[src/rtl/katio_chk_pkg.sv]
// Shared types and constants for the 3-input OR/NOR gate response checker.
// MISR constants are only consumed when KATIO_CHK_MISR_EN is defined.
package katio_chk_pkg;

  typedef enum logic [1:0] {
    StIdle,
    StRun,
    StDone
  } chk_state_e;

  // x^8 + x^4 + x^3 + x^2 + 1, top term implied by the shift-out bit
  localparam logic [7:0] MisrPoly = 8'h1D;
  localparam logic [7:0] MisrSeed = 8'hFF;

  // Expected OR output for an applied vector; callers zero-extend to 32 bits.
  function automatic logic exp_or(input logic [31:0] vec);
    return |vec;
  endfunction

endpackage

[src/rtl/katio_misr8.sv]
// 8-bit Galois MISR compacting checker samples; seeded on reset and on clr.
// Instantiated only when KATIO_CHK_MISR_EN is defined.
module katio_misr8
  import katio_chk_pkg::*;
(
  input  logic       clk,
  input  logic       rst_n,
  input  logic       clr,
  input  logic       en,
  input  logic [7:0] din,
  output logic [7:0] sig
);

  logic [7:0] sig_q, sig_d;

  always_comb begin
    sig_d = {sig_q[6:0], 1'b0} ^ (sig_q[7] ? MisrPoly : 8'h00) ^ din;
  end

  always_ff @(posedge clk or negedge rst_n) begin
    if (!rst_n) begin
      sig_q <= MisrSeed;
    end else if (clr) begin
      sig_q <= MisrSeed;
    end else if (en) begin
      sig_q <= sig_d;
    end
  end

  assign sig = sig_q;

endmodule

[config.mk]
export PLATFORM = sky130hd
export DESIGN_NAME = katio_misr8
export DESIGN_NICKNAME = d
export VERILOG_FILES = /design/src/rtl/katio_chk_pkg.sv /design/src/rtl/katio_misr8.sv
export SDC_FILE = /design/constraint.sdc
export NUM_CORES = 1
export LEC_CHECK = 0
export ABC_AREA = 1
export CORE_MARGIN = 8
export CORE_UTILIZATION = 35
export CTS_CLUSTER_SIZE = 12
export DETAILED_ROUTE_END_ITERATION = 12
export GPL_TIMING_DRIVEN = 0
export PLACE_DENSITY = 0.79
export SETUP_SLACK_MARGIN = 0.02
export SYNTH_ARGS = -nofsm -noshare
export SYNTH_HDL_FRONTEND = slang
export SYNTH_SLANG_ARGS = --single-unit
[constraint.sdc]
create_clock -name clk -period 1.2 [get_ports clk]
set_clock_uncertainty 0.1 [all_clocks]
set_input_delay 0.12 -clock clk [delete_from_list [all_inputs] [get_ports clk]]
set_output_delay 0.12 -clock clk [all_outputs]
set_load 0.03 [all_outputs]
; ---- Word level (Yosys, flattened, before mapping)
; Index checks and enable logic that the tools add are counted.
[word_totals]
reg_bits = 8
inputBits = 12
output_inout_bits = 8
word_cells = 7
[op_classes]
muxes = 3
n_bitwise = 2
n_reduce_logical = 1
[op_table]
columns = op, count
row1 = $mux W8, 2
row2 = $xor A8 B5 Y8, 1
row3 = $xor A8 B8 Y8, 1
row4 = $mux W5, 1
row5 = $reduce_bool A2 Y1, 1

; ---- Longest topological paths before layout
[logic_depth]
ltp_word = 5
mapped_depth = 6
depth_no_buf = 6

; ---- Worst setup path after synthesis
; OpenSTA, ideal clock, no wires.
[synth_timing]
path_kind = register -> register
startpoint = register sig_q[7], in the netlist sig[7]
endpoint = register sig_q[4], in the netlist sig[4]
setup_time_ps = 78
arrival_time_ps = 966
t_required_ps = 1022
path_slack_ps = 57
path_stages_with_launch = 6
path_buffers = 0
period_less_slack_ps = 1143
cell_sequence = dfstp_2 -> inv_2 -> nand2_2 -> nand3_1 -> nand3_1 -> nand2_1
[synth_between]
elab_chain_len = 5
[synth_rtl]
columns = element, line
row1 = start: declaration, katio_misr8.sv:14  ; logic [7:0] sig_q, sig_d;
row2 = start signal: assignment, katio_misr8.sv:22  ; sig_q <= MisrSeed;
row3 = start signal: assignment, katio_misr8.sv:24  ; sig_q <= MisrSeed;
row4 = start signal: assignment, katio_misr8.sv:26  ; sig_q <= sig_d;
row5 = $mux W5, katio_misr8.sv:17  ; sig_d = {sig_q[6:0], 1'b0} ^ (sig_q[7] ? MisrPoly : 8'h00) ^ din;
row6 = $xor A8 B5 Y8, katio_misr8.sv:17
row7 = $xor A8 B8 Y8, katio_misr8.sv:17
row8 = $mux W8, katio_misr8.sv:25  ; end else if (en) begin
row9 = $mux W8, katio_misr8.sv:23  ; end else if (clr) begin
; No other way between the ends. The select of a mux whose other input is x is not followed.
; A chain may end at the register's enable or synchronous reset.

; ---- Worst setup path after layout
[layout_timing]
startpoint = register sig_q[7], in the netlist sig[7]
endpoint = output port sig[7]
[layout_lines]
columns = element, line
row1 = end: declaration, katio_misr8.sv:11  ; output logic [7:0] sig
; No word-level cell between the ends.

==> flow_summary.toml <==
[outcome]
outcome = "completed"

[logic_synthesis]
ys.warnings.count = 0
synth_cells = 57
synth.yosys.seq_area_share_pct = 46.3
synth_fp_nets = 69
yosysUniqueCellTypes = 11
synth_area_sq_um = 454
ys_ff_latch = 8
synth.avg_cell_area_sq_um = 7.97

[global_routing]
first_global_vias = 469
grt_max_degree = 11
gr-usage-met2_pct = 14.8
gr-usage-all-layers_pct = 9.34
grt_overflow = 0
use_met3_pct = 4.56
busiest_layer = "met2"
grtUsageMet1_pct = 9.36
antenna_found_initial = 0
grt_pass1_wl_mm = 1.89

[layout]
layout.nets = 96
layout_common_cells = "nand2_1, buf_6, clkdlybuf4s50_1"
layout_commonest_cell = "nand2_1"
finalNonFillerCells = 97
diodes = 0
final_layout_size_suffix_gt1_share_pct = 37.8
n_fill_cell = 104
multi_input_area_sq_um = 215
largest_reg_flops = 8
design_area_sq_um = 739
regArea_sq_um = 210
syn_to_final_growth_pct = 62.8

[setup_path]
cp-end-kind = "output pin"
r2r-end = "sig[4]"
worst_path_max_delay_cell = "dfstp_2"
cp_slowest_stage_delay_ns = 0.57
cp.buffers_inverters = 1
r2r-start = "sig[7]"
crit_start = "sig[7]"
r2r_cells = 7
path_cells = "buf_6"
rrSetupSlack_ns = 0.02
worstSetupPathType = "flop to output pin"
worst_path_dominant_cell_family = "flip-flops"
arrival_ns = 0.96
cp_num_cells = 1
worstPathMaxFanout = 3
critPathRequiredTime_ns = 0.98
start_kind = "flop"

[clock_tree]
cts_tree = "yes"
root_buffer = "clkbuf_4"
cts_hold_buf = 0
cts_max_level = 1
cts_buffer_depth = 2
cts.sinks = 8
clk_pin_slew_ns = 0.05
clk_latency_ns = 0.26
numCtsBuffers = 3

[timing]
setup_tns_ns = 0
rsz0062_at_grt = "yes"
slew_viol_final = 0
slew_headroom_pct = 76.9
setup_viol = 0
max_freq_mhz = 847
finalCritPeriodShare_pct = 98.4
tightestPinTransition_ns = 0.345
hold_viol = 0
fin_crit_ns = 1.18

[route]
num_vias = 442
wirelength_mm = 1.25
vias_per_cell = 4.56
drc_errors = 0
wl_per_cell_um = 12.8
drt_iter0_drc = 4
first_pass_iters = 4
drtAntennaViolNets = 0

[floorplanning]
die_x_um = 52.0
core_sq_um = 1250
ios = 20
start_util_pct = 36.3
rows = 13
die_y_um = 52.0
die-area_sq_um = 2710

[worst_hold_path]
holdCritStartpoint = "clr"
worstHoldPathCells = 3
hold_path.class = "input port to flop"
holdPathEnd = "sig[4]"

[pwr]
power_frac_seq_pct = 41.3
clkPwrFrac_pct = 25.4
combPwrFrac_pct = 33.4
leakage_uw = 0.000355
ir_drop_v = 0.000612
switching_share_pct = 31.2
p_per_area_nw_per_um2 = 1100
p_int_uw = 559
p_sw_uw = 254

[flow_run]
cap_violations = 0

[placement]
place_congestion = 0.699
place_inst = 90
portBuffers = 18
dp_hpwl_um = 858
placed_area_sq_um = 653
==> worst max-delay path by stage <==
stage / endpoint / slack, ns
2_1_floorplan: sig[4] / 0.06
3_3_place_gp: sig[7] / -0.31
3_5_place_dp: sig[7] / -0.31
4_1_cts: sig[7] / 0.01
5_1_grt: sig[4] / -0.02
6_report: sig[7] / 0.02
==> per-layer routing <==
layer  share of wire [%]  up-vias
met4                 1.1        0
met1                  43      190
met2                  48       15
met5                   0        -
met3                 8.0        2
li1                    -      235
==> power by group through the flow <==
stage | Sequential [uW] | Combinational [uW] | Clock (uW)
after floorplan | 383 | 83.1 | 0
after global placement | 338 | 225 | 0
after detailed placement | 340 | 229 | 0
after CTS | 334 | 257 | 217
after global routing | 339 | 292 | 234
final | 336 | 272 | 206
==> worst min-delay path: cells and delay by family <==
family | cells | cell delay [ns]
buffers and inverters | 1 | 0.16
AO/OA/AOI/OAI | 1 | 0.06
AND/OR/NAND/NOR | 1 | 0.06
==> Yosys cell counts <==
| cell type | n | area [sq um] |
|---|---|---|
| a21oi_1 | 8 | 40.0 |
| inv_2 | 1 | 3.75 |
| buf_6 | 1 | 11.3 |
| dfstp_2 | 8 | 210 |
| nand2_2 | 1 | 6.26 |
| nand2_1 | 14 | 52.6 |
| xnor2_1 | 5 | 43.8 |
| o21ai_1 | 5 | 25.0 |
| inv_1 | 7 | 26.3 |
| nand3_1 | 6 | 30.0 |
| buf_2 | 1 | 5.00 |
==> repair_timing <==
action,in CTS,in global routing
resized for setup,55,8
endpoints found under the setup margin,8,9
pin swaps,0,1
setup buffers,4,0
==> logic make-up (layout without fill, tap and decap cells) <==
kind of cell | count (synthesis) | after routing | share of synthesized area, %
buffers and inverters | 10 | 35 | 10.2
XOR/XNOR | 5 | 5 | 9.64
flip-flops | 8 | 8 | 46.3
AO/OA/AOI/OAI | 13 | 13 | 14.3
AND/OR/NAND/NOR | 21 | 21 | 19.6
==> per-stage QoR <==
step	setup slack [ns]	hold slack, ns	power, uW	util (%)
after floorplan	0.0565	-0.128	466	-
after global placement	-0.309	0.332	564	52.1
after detailed placement	-0.314	0.336	568	52.1
after CTS	0.0143	0.0735	808	56.8
after global routing	-0.0181	0.0893	865	59.0
final	0.0188	0.0798	814	59.0
==> area by class of cell <==
| type | count | area share (%) |
|---|---|---|
| clock buffers | 3 | 3.05 |
| inverters | 8 | 4.40 |
| multi-input cells | 39 | 29.1 |
| flip-flops and latches | 8 | 28.4 |
| repair buffers | 22 | 30.3 |
| well taps | 15 | 2.54 |
| plain buffers | 2 | 2.20 |
Power figures use the tool's default switching activity.
